--- src/rtl/uart_pkg.sv ---
// Shared UART definitions for the charlatan receiver and transmitter: bit timing,
// frame width and the receive FSM state encoding.
package uart_pkg;

  localparam int unsigned CLK_HZ = 50_000_000;
  localparam int unsigned BAUD   = 115_200;
  localparam int unsigned DATA_W = 8;

  // Clocks per bit, rounded to the nearest integer rather than truncated.
  function automatic int unsigned clks_per_bit_f(input int unsigned clk_hz,
                                                 input int unsigned baud);
    return (clk_hz + baud / 2) / baud;
  endfunction

  localparam int unsigned CLKS_PER_BIT = clks_per_bit_f(CLK_HZ, BAUD);
  localparam int unsigned HALF_BIT     = CLKS_PER_BIT / 2;

  typedef enum logic [1:0] {
    IDLE  = 2'd0,
    START = 2'd1,
    DATA  = 2'd2,
    STOP  = 2'd3
  } uart_state_e;

endpackage

--- src/rtl/uart_rx_buffered_if.sv ---
// CPU-side register interface of the buffered UART receiver: enable, pop, error
// clear, and the queued byte with its status flags.
interface uart_rx_buffered_if;
  import uart_pkg::*;

  logic              rx_en;
  logic              rd_en;
  logic              clr_err;
  logic [DATA_W-1:0] rx_data;
  logic              receive_flag;
  logic              overrun_flag;
  logic              frame_err;

  modport master (
    output rx_en, rd_en, clr_err,
    input  rx_data, receive_flag, overrun_flag, frame_err
  );

  modport slave (
    input  rx_en, rd_en, clr_err,
    output rx_data, receive_flag, overrun_flag, frame_err
  );

endinterface

--- src/rtl/uart_sync_fifo.sv ---
// Small single-clock show-ahead FIFO: the head entry is visible combinationally
// and reads as zero while the queue is empty.
module uart_sync_fifo #(
  parameter int unsigned DEPTH = 4,
  parameter int unsigned WIDTH = 8
) (
  input  logic             clk,
  input  logic             rst,
  input  logic             push,
  input  logic             pop,
  input  logic [WIDTH-1:0] din,
  output logic [WIDTH-1:0] head,
  output logic             full,
  output logic             empty
);

  localparam int unsigned AW         = (DEPTH > 1) ? $clog2(DEPTH) : 1;
  localparam logic [AW:0] FULL_COUNT = (AW + 1)'(DEPTH);

  logic [WIDTH-1:0] mem [DEPTH];
  logic [AW-1:0]    wr_ptr;
  logic [AW-1:0]    rd_ptr;
  logic [AW:0]      count;
  logic             do_push;
  logic             do_pop;

  assign empty   = (count == '0);
  assign full    = (count == FULL_COUNT);
  assign do_pop  = pop && !empty;
  // A pop frees the slot in the same cycle, so a full queue still accepts the push.
  assign do_push = push && (!full || do_pop);
  assign head    = empty ? '0 : mem[rd_ptr];

  // NOTE: the storage array carries no reset; only pointers and count need one,
  // since an entry is never observable before it has been written.
  always_ff @(posedge clk) begin
    if (do_push) begin
      mem[wr_ptr] <= din;
    end
  end

  always_ff @(posedge clk) begin
    if (rst) begin
      wr_ptr <= '0;
      rd_ptr <= '0;
      count  <= '0;
    end else begin
      if (do_push) begin
        wr_ptr <= wr_ptr + AW'(1);
      end
      if (do_pop) begin
        rd_ptr <= rd_ptr + AW'(1);
      end
      unique case ({do_push, do_pop})
        2'b10:   count <= count + (AW + 1)'(1);
        2'b01:   count <= count - (AW + 1)'(1);
        default: count <= count;
      endcase
    end
  end

endmodule

--- src/rtl/uart_rx_buffered.sv ---
// 8N1 UART receiver with a show-ahead receive queue and sticky overrun/framing flags.
// The rx pin is synchronised; the start bit is re-checked at mid-bit before sampling.
module uart_rx_buffered #(
  parameter int unsigned FIFO_DEPTH = 4,
  parameter int unsigned CLK_HZ     = uart_pkg::CLK_HZ,
  parameter int unsigned BAUD       = uart_pkg::BAUD
) (
  input  logic               clk,
  input  logic               rst,
  input  logic               rx,
  uart_rx_buffered_if.slave  bus
);
  import uart_pkg::*;

  localparam int unsigned CPB       = clks_per_bit_f(CLK_HZ, BAUD);
  localparam int unsigned HALF      = CPB / 2;
  localparam int unsigned CW        = (CPB > 1) ? $clog2(CPB) : 1;
  localparam logic [CW-1:0] BIT_LAST  = CW'(CPB - 1);
  localparam logic [CW-1:0] HALF_LAST = CW'(HALF - 1);

  uart_state_e       state;
  uart_state_e       state_d;
  logic [1:0]        sync_q;
  logic              rxs;
  logic [CW-1:0]     baud_cnt;
  logic [2:0]        bit_idx;
  logic [DATA_W-1:0] shift;
  logic              cnt_clear;
  logic              take_bit;
  logic              push_byte;
  logic              frame_bad;
  logic              bit_tick;
  logic              half_tick;
  logic              fifo_full;
  logic              fifo_empty;
  logic [DATA_W-1:0] fifo_head;
  logic              byte_dropped;
  logic              overrun_q;
  logic              frame_err_q;

  // Idle-high line: the synchroniser resets to 1 so reset never looks like a start bit.
  // NOTE: every clocked register uses non-blocking assignment so all flops sample
  // their inputs from the same edge regardless of statement order.
  always_ff @(posedge clk) begin
    if (rst) begin
      sync_q <= 2'b11;
    end else begin
      sync_q <= {sync_q[0], rx};
    end
  end

  assign rxs       = sync_q[1];
  assign bit_tick  = (baud_cnt == BIT_LAST);
  assign half_tick = (baud_cnt == HALF_LAST);

  always_ff @(posedge clk) begin
    if (rst) begin
      state <= IDLE;
    end else begin
      state <= state_d;
    end
  end

  // NOTE: every output of this block gets a default first, so no path leaves a
  // signal unassigned and no latch can be inferred.
  always_comb begin
    state_d   = state;
    cnt_clear = 1'b0;
    take_bit  = 1'b0;
    push_byte = 1'b0;
    frame_bad = 1'b0;
    if (!bus.rx_en) begin
      state_d   = IDLE;
      cnt_clear = 1'b1;
    end else begin
      unique case (state)
        IDLE: begin
          cnt_clear = 1'b1;
          if (!rxs) begin
            state_d = START;
          end
        end
        START: begin
          if (half_tick) begin
            cnt_clear = 1'b1;
            state_d   = rxs ? IDLE : DATA;
          end
        end
        DATA: begin
          if (bit_tick) begin
            cnt_clear = 1'b1;
            take_bit  = 1'b1;
            if (bit_idx == 3'd7) begin
              state_d = STOP;
            end
          end
        end
        STOP: begin
          if (bit_tick) begin
            cnt_clear = 1'b1;
            state_d   = IDLE;
            push_byte = rxs;
            frame_bad = !rxs;
          end
        end
        default: begin
          state_d   = IDLE;
          cnt_clear = 1'b1;
        end
      endcase
    end
  end

  always_ff @(posedge clk) begin
    if (rst) begin
      baud_cnt <= '0;
      bit_idx  <= '0;
      shift    <= '0;
    end else begin
      baud_cnt <= cnt_clear ? '0 : baud_cnt + CW'(1);
      if (state != DATA) begin
        bit_idx <= '0;
      end else if (take_bit) begin
        bit_idx <= bit_idx + 3'd1;
      end
      if (take_bit) begin
        shift[bit_idx] <= rxs;
      end
    end
  end

  uart_sync_fifo #(
    .DEPTH (FIFO_DEPTH),
    .WIDTH (DATA_W)
  ) u_fifo (
    .clk   (clk),
    .rst   (rst),
    .push  (push_byte),
    .pop   (bus.rd_en),
    .din   (shift),
    .head  (fifo_head),
    .full  (fifo_full),
    .empty (fifo_empty)
  );

  // A simultaneous pop makes room, so only an unpaired push into a full queue drops.
  assign byte_dropped = push_byte && fifo_full && !bus.rd_en;

  always_ff @(posedge clk) begin
    if (rst) begin
      overrun_q   <= 1'b0;
      frame_err_q <= 1'b0;
    end else begin
      if (byte_dropped) begin
        overrun_q <= 1'b1;
      end else if (bus.clr_err) begin
        overrun_q <= 1'b0;
      end
      if (frame_bad) begin
        frame_err_q <= 1'b1;
      end else if (bus.clr_err) begin
        frame_err_q <= 1'b0;
      end
    end
  end

  assign bus.rx_data      = fifo_head;
  assign bus.receive_flag = !fifo_empty;
  assign bus.overrun_flag = overrun_q;
  assign bus.frame_err    = frame_err_q;

endmodule

--- src/flat_wrapper.sv ---
// flat-port wrapper written by rule: the top's interface ports become plain ports
module uart_rx_buffered_flat import uart_pkg::*;
#(
  parameter int unsigned FIFO_DEPTH = 4,
  parameter int unsigned CLK_HZ     = uart_pkg::CLK_HZ,
  parameter int unsigned BAUD       = uart_pkg::BAUD
)
  (clk, rst, rx, bus_rx_en, bus_rd_en, bus_clr_err, bus_rx_data, bus_receive_flag, bus_overrun_flag, bus_frame_err);
  uart_rx_buffered_if bus_i ();
  input  logic clk;
  input  logic rst;
  input  logic rx;
  input wire logic [$bits(bus_i.rx_en)-1:0] bus_rx_en;
  input wire logic [$bits(bus_i.rd_en)-1:0] bus_rd_en;
  input wire logic [$bits(bus_i.clr_err)-1:0] bus_clr_err;
  output wire logic [$bits(bus_i.rx_data)-1:0] bus_rx_data;
  output wire logic [$bits(bus_i.receive_flag)-1:0] bus_receive_flag;
  output wire logic [$bits(bus_i.overrun_flag)-1:0] bus_overrun_flag;
  output wire logic [$bits(bus_i.frame_err)-1:0] bus_frame_err;
  assign bus_i.rx_en = bus_rx_en;
  assign bus_i.rd_en = bus_rd_en;
  assign bus_i.clr_err = bus_clr_err;
  assign bus_rx_data = bus_i.rx_data;
  assign bus_receive_flag = bus_i.receive_flag;
  assign bus_overrun_flag = bus_i.overrun_flag;
  assign bus_frame_err = bus_i.frame_err;
  uart_rx_buffered #(.FIFO_DEPTH(FIFO_DEPTH), .CLK_HZ(CLK_HZ), .BAUD(BAUD)) u_core (.clk(clk), .rst(rst), .rx(rx), .bus(bus_i));
endmodule
--- config.mk ---
export PLATFORM = sky130hd
export DESIGN_NAME = uart_rx_buffered_flat
export DESIGN_NICKNAME = d
export VERILOG_FILES = /design/src/rtl/uart_pkg.sv /design/src/rtl/uart_rx_buffered_if.sv /design/src/rtl/uart_sync_fifo.sv /design/src/rtl/uart_rx_buffered.sv /design/src/flat_wrapper.sv
export SDC_FILE = /design/constraint.sdc
export NUM_CORES = 1
export LEC_CHECK = 0
export BUFFER_PORTS_ARGS = -buffer_cell sky130_fd_sc_hd__buf_2
export CAP_MARGIN = 20
export CORE_UTILIZATION = 50
export CTS_CLUSTER_SIZE = 16
export DETAILED_ROUTE_END_ITERATION = 12
export PLACE_DENSITY = 0.7
export SLEW_MARGIN = 0
export SYNTH_ARGS = -nofsm -noshare
export SYNTH_HDL_FRONTEND = slang
export SYNTH_SLANG_ARGS = --single-unit
--- constraint.sdc ---
create_clock -name clk -period 2.15 [get_ports clk]
set_input_delay 0.215 -clock clk [delete_from_list [all_inputs] [get_ports clk]]
set_output_delay 0.215 -clock clk [all_outputs]
set_load 0.02 [all_outputs]
==> results.md, run 1 <==
- The share of the clock period used by the worst path after layout is 0.958.
- The share of synthesized area in the top cell type comes to 0.323.
- In the routed layout, each cell is associated on average with a via count of 5.36.
- After layout, the minimum clock period comes to a little over 2 ns.
- The clock passes through at most 2 buffers.
- The required arrival time at the worst endpoint is 2.38 ns.
- Of the cells placed in the final design, the portion with a size suffix greater than 1 is 0.243.
- The die height is 79.1 um.
- The number of failing hold endpoints at the final stage was 0.
- The largest vdd supply drop is about 0.44 mV.
- The clock slew at the register clock pins of the worst setup and hold paths is 0.07 ns.
- The region available for standard cell placement spans 5610 um2.
- The number of placed I/O pins is 17.
- The number of flops mapped to enable cells by yosys is 32.
- During synthesis, Yosys emitted a total of 0 warnings.
- Summing internal, switching and leakage power gives about 2.3 mW.
- The async set-reset flop share out of synthesis is 0.
- In the detailed route, the total length drawn on met3 is 242 um.
- The antenna diode count is 0.
- The delay contributed by the slowest stage of the critical path is 0.41 ns.
- Across every metal layer, demand over resource in global routing totals 0.188.
- The endpoint type of the worst setup path is a flip-flop.
- The maximum level of the CTS H-tree is 3.
- After detailed routing, the number of remaining DRC violations is 0.
- The final layout contains routed wiring with a total length of between 5000 and 6000 um.
- Along the worst path, the maximum fanout reaches 3.
- Before antenna repair, the detailed router went through 4 iterations.
- The root buffer selected by CTS is clkbuf_8.
- The remaining antenna violation count after routing is 0.
- Power spread over the standard cell area amounts to 692 nW/um2.
- The initialized floorplan defines 27 standard-cell rows.
- The setup violation total in the final timing report is 0.
- The clock insertion delay at the later pin of the skew report is 0.34 ns.
- Synthesis produced a netlist whose cell count is 245.
- The number of fill cells is 484.
- By area the synthesized netlist is led by edfxtp_1 32%, dfxtp_1 24%, mux4_2 6.1%.
- The run finished with clean final reports.
- The starting utilization of the core area is 0.530.
- The initial antenna violation count is 0.
- The sequential cell area fraction in the yosys report is 0.559.
- The die covers 6260 um2.
- For this block, the via count after detailed routing is 1887.
- For this run, the leading register cell type out of synthesis is dfxtp_1.
- The average instance area after synthesis is 12.1 um2.
- The count of buffer and inverter cells on the critical path is 2.
- Routability-driven placement finished with a final weighted congestion of 0.804.
- The min-delay analysis places its worst path in the category in2reg.
- TritonCTS built the clock tree.
- The half-perimeter wire length after detailed placement is 3700 um.
- The cell area that synthesis handed to floorplanning was 2970 um2.
- Compared with the post-synthesis result, the final layout area differs by 14.1%.
- The top layer used by detailed routing is met4.
- The cell area reported after detailed placement is 3200 um2.
- The final-stage net count is 291.
- Traced cell by cell, the critical path runs through inv_1, ha_1, nand4bb_2, nor4_4, nor2_2, inv_1, fa_1, a22oi_1, mux2_2.
- The top cell type by total area after synthesis is edfxtp_1.
- The total count of max-transition violations in the final report is 0.
- The summed area of non-filler cells in the final layout is 3390 um2.
- STA puts the critical path data arrival time at 2.29 ns.
- For this block, wires on met1 add up to 2260 um.
- Synthesis inferred 67 register bits.
- The final-layout setup total negative slack is 0 ns.
- The via count of the first global-routing pass is 1793.
- The number of sinks handled by clock tree synthesis is 67.
- The worst setup path is launched from a flip-flop.
- The average wire per cell in the routed design is 14.6 um.
- After clock tree synthesis, the flow added hold-fix buffers numbering 0.
- Measured against its own limit, the worst slew margin works out to 0.710.
- Timing would allow up to between 400 and 500 MHz.
- The final worst clock skew is between 0.006 and 0.007 ns.
- The tool flagged a number of max-cap violations equal to 0.
- The global-route wire length before repair is ~8700 um.
- The number of different library cells in the post-synthesis netlist is 48.
- Entering global routing, the biggest net connects 26 pins.
- For the pin with the worst max-slew slack, the measured transition is 0.435 ns.
- In this run the tool buffered the top-level ports with 16 buffer cells.
- The total overflow left after global routing is 0.
- The static leakage is 1.28 nW.
- Grouping stages by cell kind, the critical path spends the most delay in adder cells.
- The net count after synthesis is 261.
- The type of the setup path with the least slack is reg2reg.
- The most repeated library cell on the critical path is inv_1.
- The cell type of the slowest stage on the worst timing path is fa_1.
- The number of DRC violations after detailed-routing iteration 0 is 73.
- The die is 79.1 um wide.
- The number of clock buffers inserted by TritonCTS is 9.
- The met2 wire length is around 2500 um.
[repair_timing]
item | CTS | global route
resized for setup | 0 | 6
hold endpoints to repair | 0 | 0
setup endpoints to repair | 0 | 25
buffers inserted | 0 | 0
[report_power, final]
part           switching, mW  leakage [nW]  internal (mW)
logic                 0.0191         0.542        0.00981
registers            0.00154         0.656           1.33
clock network          0.463        0.0870          0.530
[flip-flops by register name, summed over array words and instances (netlist names), named ones only]
name,cells
u_core.u_fifo.rd_ptr,2
u_core.u_fifo.count,3
u_core.u_fifo.wr_ptr,2
u_core.bus.frame_err,1
u_core.bus.overrun_flag,1
u_core.baud_cnt,9
u_core.sync_q,2
u_core.shift,8
u_core.bit_idx,3
u_core.u_fifo.mem,32
u_core.state,1
[Yosys cell counts, drive strengths merged (3+ instances only)]
cell type / number
a21oi: 7
and2: 13
buf: 3
clkbuf: 6
dfxtp: 35
edfxtp: 32
ha: 9
inv: 11
mux2i: 9
mux4: 8
nand2: 13
nand3: 6
nor2: 35
nor2b: 3
nor3: 4
nor4: 8
o21ai: 4
xnor2: 8
xor2: 6
[logic make-up (layout without fill, tap and decap cells)]
group                      Yosys count  count (layout)  share of synthesized area
and+or+nand+nor                     98              98                      0.192
DFF                                 67              67                      0.559
buffers and inverters               20              55                     0.0295
AOI/OAI and AO/OA                   18              18                     0.0391
muxes                               18              18                     0.0947
xor gates and xnor gates            14              14                     0.0412
adders and majority gates           10              10                     0.0446
[layout make-up]
class                           count  area, um2  share of cell area
Multi-Input combinational cell    158       1230               0.362
Inverter                           11       41.3              0.0122
Sequential cell                    67       1660               0.490
Clock buffer                       11        131              0.0387
Tap cell                           72       90.1              0.0265
Timing Repair Buffer               28        183              0.0538
Clock inverter                      5       53.8              0.0159
[placed cells by master (no fill, tap or decap), types with 3 or more instances in the layout]
master,instances
nor2_1,34
dfxtp_1,33
edfxtp_1,32
buf_2,16
nand2_1,12
inv_1,11
buf_4,11
and2_1,10
mux2i_1,9
ha_1,9
clkbuf_8,9
mux4_2,8
xnor2_1,8
nor4_1,6
a21oi_1,6
xor2_1,6
nand3_1,5
nor3_1,4
o21ai_0,4
and2_2,3
nor2b_1,3
[stage by stage]
| stage | hold slack (ns) | cells | setup slack (ns) | util |
|---|---|---|---|---|
| after floorplan | 0.319 | 245 | 0.103 | - |
| after global placement | 0.392 | 336 | 0.122 | 0.571 |
| after detailed placement | 0.393 | 336 | 0.0316 | 0.571 |
| after CTS | 0.0454 | 352 | 0.0158 | 0.604 |
| after global routing | 0.0465 | 352 | -0.00696 | 0.605 |
| final | 0.0606 | 352 | 0.0902 | 0.605 |
[worst paths after layout]
| check | startpoint | to | slack, ns | depth (start not counted) |
|---|---|---|---|---|
| setup / recovery | u_core.baud_cnt[1]$_SDFF_PP0_ | u_core.u_fifo.count[2]$_SDFFE_PP0P_ | 0.09 | 9 |
| hold / removal | rx | u_core.sync_q[0]$_SDFF_PP1_ | 0.06 | 2 |
| setup reg to reg | u_core.baud_cnt[1]$_SDFF_PP0_ | u_core.u_fifo.count[2]$_SDFFE_PP0P_ | 0.09 | 9 |
| hold reg to reg | u_core.sync_q[0]$_SDFF_PP1_ | u_core.sync_q[1]$_SDFF_PP1_ | 0.41 | 1 |
[layer usage]
| layer | up-vias | global-route usage |
|---|---|---|
| met2 | 47 | 0.288 |
| met1 | 895 | 0.243 |
| met5 | - | 0 |
| met3 | 16 | 0.0540 |
| met4 | 0 | 0.0927 |
| li1 | 929 | - |
(Power assumes the default switching activity.)
==> run 2, diff against run 1 <==
--- a/config.mk
+++ b/config.mk
@@ -7,10 +7,9 @@
 export LEC_CHECK = 0
 export BUFFER_PORTS_ARGS = -buffer_cell sky130_fd_sc_hd__buf_2
 export CAP_MARGIN = 20
-export CORE_UTILIZATION = 50
+export CORE_UTILIZATION = 41
 export CTS_CLUSTER_SIZE = 16
 export DETAILED_ROUTE_END_ITERATION = 12
-export PLACE_DENSITY = 0.7
 export SLEW_MARGIN = 0
 export SYNTH_ARGS = -nofsm -noshare
 export SYNTH_HDL_FRONTEND = slang
==> run 2 against run 1 <==
- non-clock buffer count rose by 2
- combinational power rose by 7.9%
- sequential cell count did not move
- cell area rose by 2.4%
- via count fell by 1.4%
- first-iteration DRC count fell by 9.6%
- critical endpoint unchanged
- largest power group unchanged
- highest routed layer unchanged
==> results.md, run 2 (synthesis gave the netlist of run 1 again) <==
- The source of the worst hold timing path is rx.
- STA classifies the critical path startpoint as a flip-flop.
- Among all stages on the critical path, the largest delay is contributed by fa_1.
- The layout cell share with drive strength beyond 1 is 0.259 (+0.0160).
- The number of clock buffers inserted by TritonCTS is 9 (unchanged).
- The via count normalized by instance count is 4.92 (-8.2%).
- The global-route wire length before repair is 8780 um (+1.3%).
- The tightest slew margin relative to the limit is 0.688 (-0.0215).
- The most common cell after layout, fill and taps aside is nor2_1.
- Grouping stages by cell kind, the critical path spends the most delay in adder cells.
- The final-stage net count is 293 (+0.69%).
- The die height is 87.2 um (+10%).
- Clock tree synthesis selected as its root buffer the cell clkbuf_8.
- The hold path depth came to 2 (unchanged).
- The buffer depth of the longest clock path is 2 (unchanged).
- The leftover overflow at the end of global routing came to 0 (unchanged).
- The cts-stage hold buffer count is 0 (unchanged).
- The largest vdd supply drop is 0.784 mV (+80%).
- The setup violation total in the final timing report is 0 (unchanged).
- The clock slew at the register clock pins of the worst setup and hold paths is 0.07 ns (about the same).
- The register-to-register path setup slack is 0.14 ns (+0.05 ns).
- The global router's overall resource usage is 0.158 (-0.0293).
- The static leakage was 1.32 nW (+2.4%).
- The required arrival time at the worst endpoint is 2.38 ns (about the same).
- The number of placed I/O pins is 17 (unchanged).
- The largest net degree at the start of global routing is 26 (unchanged).
- The starting utilization of the core area is 0.430 (-0.0997).
- The total count of max-transition violations in the final report is 0 (unchanged).
- Setup repair after global routing could not meet its margin everywhere.
- Counting stages on the worst path, the most repeated cell is inv_1.
- The register with the most flip-flops in the final layout is u_core.u_fifo.mem.
- The count of buffer and inverter cells on the critical path is 2 (unchanged).
- The startpoint identified for the worst register-to-register timing path is u_core.baud_cnt[1]$_SDFF_PP0_.
- The top layer used by detailed routing is met4.
- The flip-flop count of the largest register after layout was 32 (unchanged).
- The number of sinks handled by clock tree synthesis is 67 (unchanged).
- The core utilization of the finished layout is 0.503 (-0.102).
- The remaining antenna violation count after routing is 0 (unchanged).
- The library cells used most frequently in the layout, excluding fill and tap cells, are 35 x nor2_1, 32 x dfxtp_1, 32 x edfxtp_1.
- The area of the die was 7600 um2 (+21%).
- The final worst clock skew is 0.00702 ns (+0.000862 ns).
- The average wire per cell in the routed design is 13.7 um (-6.2%).
- The core footprint was 6910 um2 (+23%).
- The transition time of the tightest slew-check pin is 0.468 ns (+0.0323 ns).
- The areal power density over the cells came to 718 nW/um2 (+3.7%).
- The number of rows created at floorplan is 30 (+11%).
- The share of the clock period used by the worst path after layout was 0.934 (-0.0242).
- The worst hold path belongs to the class in2reg.
- The number of vias in the routed layout is 1861 (-1.4%).
- The antenna diode count is 0 (unchanged).
- The number of failing hold endpoints at the final stage is 0 (unchanged).
- The count of TritonRoute iterations in the first routing pass is 4 (unchanged).
- The signal on the critical path passes through inv_1, ha_1, nand4bb_2, nor4_4, nor2_1, inv_1, fa_1, a22oi_2, mux2_2.
- The length of routed wiring on met1 is 2450 um (+8.4%).
- The area growth from synthesis to layout is 16.9%.
- The flow ran to the end, and the final reports show no timing, DRC or antenna violations.
- The largest fanout on the critical path came to 3 (unchanged).
- The largest registers in the layout are u_core.u_fifo.mem: 32 flops, u_core.baud_cnt: 9 flops, u_core.shift: 8 flops.
- The type of the setup path with the least slack is reg2reg.
- The count of maximum capacitance violations is 0 (unchanged).
- TritonCTS built the clock tree.
- The minimum clock period is 2.01 ns (-0.0520 ns).
- The destination of the worst hold path is u_core.sync_q[0]$_SDFF_PP1_.
- The number of DRC violations after detailed-routing iteration 0 is 66 (-9.6%).
- The met2 wire length is 2440 um (-2.9%).
- The maximum level of the CTS H-tree is 3 (unchanged).
- The via count of the first global-routing pass is 1813 (+1.1%).
- The end of the worst register-to-register path is u_core.u_fifo.count[2]$_SDFFE_PP0P_.
- The total wire length after detailed routing is 5170 um (+0.70%).
- The met3 layer wire length in the routed design is 212 um (-12%).
- The clock insertion delay at the later pin of the skew report was 0.34 ns (about the same).
- The depth of the most critical reg-to-reg path came to 9 (unchanged).
- The delay contributed by the slowest stage of the critical path was 0.42 ns (about the same).
- The initial antenna violation count was 0 (unchanged).
- The final-layout setup total negative slack is 0 ns (unchanged).
- The number of port buffers is 16 (unchanged).
- STA classifies the critical path endpoint as a flip-flop.
- The arrival time of the worst setup path is 2.24 ns (-0.05 ns).
- The routability congestion estimate is 0.756 (-5.9%).
- The chip width is 87.2 um (+10%).
- The half-perimeter wire length after detailed placement is 3680 um (-0.54%).
- The highest attainable clock frequency came to 498 MHz (+2.6%).
- The residual DRC count came to 0 (unchanged).
## run 2: repair_timing
action,4_1_cts,5_1_grt
endpoints found under the setup margin,3,25
setup buffers,0,0
resized for setup,1,6
hold endpoints to repair,0,0
pin swaps,0,0
## run 2: area by class of cell
cell class / count / area, um2
fill: 658 / 3430
clock inverter: 6 / 90.1
clock buffer: 10 / 128
tap: 96 / 120
timing repair buffer: 30 / 198
multi-input combinational: 158 / 1230
inverter: 11 / 41.3
sequential: 67 / 1670
## run 2: worst max path at each step
stage / startpoint / to / slack, ns / cells past startpoint
3_3_place_gp: u_core.baud_cnt[0]$_SDFF_PP0_ / u_core.u_fifo.mem[0][1]$_DFFE_PP_ / 0.13 / 5
2_1_floorplan: u_core.baud_cnt[1]$_SDFF_PP0_ / u_core.u_fifo.count[2]$_SDFFE_PP0P_ / 0.10 / 9
6_report: u_core.baud_cnt[1]$_SDFF_PP0_ / u_core.u_fifo.count[2]$_SDFFE_PP0P_ / 0.14 / 9
4_1_cts: u_core.baud_cnt[0]$_SDFF_PP0_ / u_core.u_fifo.mem[0][0]$_DFFE_PP_ / 0.02 / 5
5_1_grt: u_core.baud_cnt[1]$_SDFF_PP0_ / u_core.u_fifo.count[2]$_SDFFE_PP0P_ / -0.05 / 9
3_5_place_dp: u_core.baud_cnt[0]$_SDFF_PP0_ / u_core.u_fifo.mem[0][7]$_DFFE_PP_ / 0.03 / 5
## run 2: where the power goes
| part | switching [mW] | leakage, nW | internal, mW |
|---|---|---|---|
| combinational | 0.0203 | 0.553 | 0.0110 |
| clock | 0.482 | 0.106 | 0.655 |
| sequential | 0.00158 | 0.656 | 1.33 |
## run 2: per-stage QoR
step           hold WS, ns  setup slack [ns]  instance area (um2)  power [mW]  cells
3_5_place_dp         0.403            0.0278                 3240        1.39    362
4_1_cts             0.0442            0.0241                 3460        2.53    378
3_3_place_gp         0.397             0.125                 3240        1.39    362
6_report            0.0600             0.142                 3470        2.50    378
5_1_grt             0.0484           -0.0487                 3470        2.59    378
2_1_floorplan        0.319             0.103                 2970        1.37    245
## run 2: worst register-to-register path: cells and delay by family (launching register included)
family,cells,cell delay [ns]
AND/OR/NAND/NOR,3,0.30
multiplexers,1,0.34
buffers and inverters,2,0.13
AO/OA/AOI/OAI,1,0.17
flip-flops,1,0.34
adder cells (fa/ha/maj),2,0.62
## run 2: per-layer routing
layer,track usage,vias to the layer above
met5,0,-
met4,0.0656,0
met3,0.0645,6
met2,0.256,33
met1,0.187,888
li1,-,934
==> run 3, diff against run 2 <==
==> constraint.sdc (replaced) <==
create_clock -name clk -period 2.2 [get_ports clk]
set_input_delay 0.22 -clock clk [delete_from_list [all_inputs] [get_ports clk]]
set_output_delay 0.22 -clock clk [all_outputs]
set_load 0.02 [all_outputs]
==> run 3 against run 2 <==
- worst setup slack better by 0.0060 ns
- clock power hardly changed
- first-iteration DRC count shrank 14%
- critical endpoint is now u_core.u_fifo.mem[1][1]$_DFFE_PP_
- total power shrank 0.43%
- register-to-register slack is essentially flat
==> results.md, run 3 (synthesis gave the netlist of run 1 again) <==
- The flow ran to the end, and the final reports show no timing, DRC or antenna violations.
- The residual DRC count is 0 (unchanged).
- The worst hold margin is 0.0510 ns (-0.00899 ns).
- The number of placed I/O pins was 17 (unchanged).
- In the final layout, the registers with the most flip-flops are u_core.u_fifo.mem: 32 flops, u_core.baud_cnt: 9 flops, u_core.shift: 8 flops.
- The global-route wire length before repair is 8670 um (-1.2%).
- The starting utilization of the core area is 0.430 (unchanged).
- The half-perimeter wire length after detailed placement is 3620 um (-1.6%).
- The routability congestion estimate is 0.736 (-2.7%).
- The transition time of the tightest slew-check pin is 0.454 ns (-0.0140 ns).
- The buffers inserted during post-CTS setup optimization came to 0 (unchanged).
- The share of the clock period used by the worst path after layout came to 0.933 (-0.00120).
- The maximum level of the CTS H-tree is 3 (unchanged).
- The minimum setup slack in the final design came to 0.148 ns (+0.00596 ns).
- The cell area reported after detailed placement is 3210 um2 (-1.1%).
- The register-to-register path setup slack came to 0.15 ns (about the same).
- The largest fanout on the critical path is 8 (+5).
- The count of maximum capacitance violations is 0 (unchanged).
- The global router's overall resource usage is 0.155 (-0.00318).
- The layout cell share with drive strength beyond 1 is 0.240 (-0.0187).
- The number of clock buffers inserted by TritonCTS is 9 (unchanged).
- The flip-flop count of the largest register after layout is 32 (unchanged).
- The clock insertion delay at the later pin of the skew report came to 0.34 ns (about the same).
- The number of sinks handled by clock tree synthesis is 67 (unchanged).
- The worst setup timing slack at the placement stage came to 0.115 ns (+0.0872 ns).
- The chip width was 87.2 um (unchanged).
- The area of the die was 7600 um2 (unchanged).
- The source of the worst hold timing path is rx.
- The antenna diode count is 0 (unchanged).
- The static leakage is 1.31 nW (-0.67%).
- The core footprint was 6910 um2 (unchanged).
- The areal power density over the cells came to 722 nW/um2 (+0.48%).
- The hold path depth is 2 (unchanged).
- The type of element launching the critical path is a flip-flop.
- The via count normalized by instance count was 4.96 (+0.80%).
- The multi-input logic area was 1230 um2 (-0.10%).
- The total count of max-transition violations in the final report came to 0 (unchanged).
- The number of fill cells is 649 (-1.4%).
- The number of port buffers is 16 (unchanged).
- The met3 track utilization from global routing is 0.0360 (-0.0284).
- The min-delay analysis places its worst path in the category in2reg.
- The end of the worst register-to-register path is u_core.u_fifo.mem[1][1]$_DFFE_PP_.
- The highest attainable clock frequency is 487 MHz (-2.1%).
- The number of gates resized after CTS is 0 (-1).
- The destination of the worst hold path is u_core.sync_q[0]$_SDFF_PP1_.
- The via count of the first global-routing pass is 1844 (+1.7%).
- The final-layout setup total negative slack is 0 ns (unchanged).
- The summed area of non-filler cells in the final layout was 3440 um2 (-0.90%).
- The total wire length after detailed routing came to 5070 um (-1.8%).
- The average wire per cell in the routed design is 13.5 um (-1.0%).
- The met2 track utilization from global routing is 0.248 (-0.00859).
- The number of DRC violations after detailed-routing iteration 0 is 57 (-14%).
- The initial antenna violation count is 0 (unchanged).
- The depth of the most critical reg-to-reg path is 5 (-4).
- The number of rows created at floorplan came to 30 (unchanged).
- The tightest slew margin relative to the limit is 0.698 (+0.00932).
- The arrival time of the worst setup path was 2.05 ns (-0.19 ns).
- The largest vdd supply drop is 0.353 mV (-55%).
- The final worst clock skew came to 0.00448 ns (-0.00254 ns).
- The cts-stage hold buffer count is 0 (unchanged).
- The worst setup path is captured at a flip-flop.
- The top register by number of flip-flops is u_core.u_fifo.mem.
- The most common cell after layout, fill and taps aside is nor2_1.
- The required arrival time at the worst endpoint is 2.20 ns (-0.18 ns).
- The root buffer selected by CTS is clkbuf_8.
- The largest net degree at the start of global routing is 26 (unchanged).
- The number of failing hold endpoints at the final stage came to 0 (unchanged).
- The setup violation total in the final timing report is 0 (unchanged).
- The peak-usage layer in the global routing report is met2.
- The remaining antenna violation count after routing is 0 (unchanged).
- The critical path is of the reg2reg type.
- The leftover overflow at the end of global routing is 0 (unchanged).
- The final-stage net count was 290 (-1.0%).
- The minimum clock period came to 2.05 ns (+0.0440 ns).
- The met1 capacity usage during global routing came to 0.192 (+0.00472).
- The number of vias in the routed layout is 1861 (unchanged).
- The clock slew at the register clock pins of the worst setup and hold paths is 0.07 ns (about the same).
- The count of TritonRoute iterations in the first routing pass is 5 (+1).
- The start of the worst register-to-register path is u_core.baud_cnt[0]$_SDFF_PP0_.
- The die height is 87.2 um (unchanged).
- The library cells used most frequently in the layout, excluding fill and tap cells, are 35 x nor2_1, 34 x dfxtp_1, 32 x edfxtp_1.
- Setup repair after global routing left no endpoint under its margin.
- The CTS tree is done.
- The buffer depth of the longest clock path is 2 (unchanged).
- The area growth from synthesis to layout is 15.8%.
- The footprint of the flip-flops and latches is 1660 um2 (-0.15%).
## run 3: changes by cell type in the layout (fill, tap and decap cells not counted), moves of 2 or more
cell / previous run / this run
dfxtp_1: 32 / 34
dfxtp_2: 3 / 1
and2_2: 3 / 0
buf_4: 13 / 11
and2_1: 10 / 13
## run 3: layer usage
metal / routed length [um] / up-vias
met3: 172 / 14
li1: - / 929
met1: 2400 / 875
met5: 0 / -
met2: 2360 / 43
met4: 143 / 0
## run 3: cell type report
class                           count  area share
Clock buffer                       10      0.0400
Sequential cell                    67       0.483
Inverter                           11      0.0120
Timing Repair Buffer               27      0.0472
Clock inverter                      6      0.0254
Multi-Input combinational cell    158       0.358
Tap cell                           96      0.0349
## run 3: worst max-delay path, stage by stage, from the launching register on
cell      delay (ns)
dfxtp_1         0.40
ha_1            0.21
and4bb_2        0.26
nand2_2         0.09
nor4_4          0.31
and2_1          0.44
## run 3: through the flow
step	util	total power, mW	cells
floorplan	-	1.34	245
global route	0.499	2.56	375
global placement	0.465	1.35	359
finish	0.499	2.48	375
detailed placement	0.465	1.35	359
CTS	0.497	2.50	375
## run 3: where the power goes
group / internal, mW / switching, mW
sequential: 1.29 / 0.00158
combinational: 0.00958 / 0.0191
clock: 0.671 / 0.489
total: 1.98 / 0.510
## run 3: how the worst max path moves through the flow
stage | slack, ns | to | cells past startpoint | start
after global placement | 0.19 | u_core.u_fifo.count[2]$_SDFFE_PP0P_ | 9 | u_core.baud_cnt[1]$_SDFF_PP0_
after floorplan | 0.15 | u_core.u_fifo.count[2]$_SDFFE_PP0P_ | 9 | u_core.baud_cnt[1]$_SDFF_PP0_
after CTS | 0.06 | bus_rx_data[6] | 3 | flip-flop
final | 0.15 | u_core.u_fifo.mem[1][1]$_DFFE_PP_ | 5 | u_core.baud_cnt[0]$_SDFF_PP0_
after global routing | 0.02 | u_core.u_fifo.mem[1][7]$_DFFE_PP_ | 5 | u_core.baud_cnt[0]$_SDFF_PP0_
after detailed placement | 0.11 | u_core.u_fifo.mem[0][7]$_DFFE_PP_ | 5 | u_core.baud_cnt[0]$_SDFF_PP0_
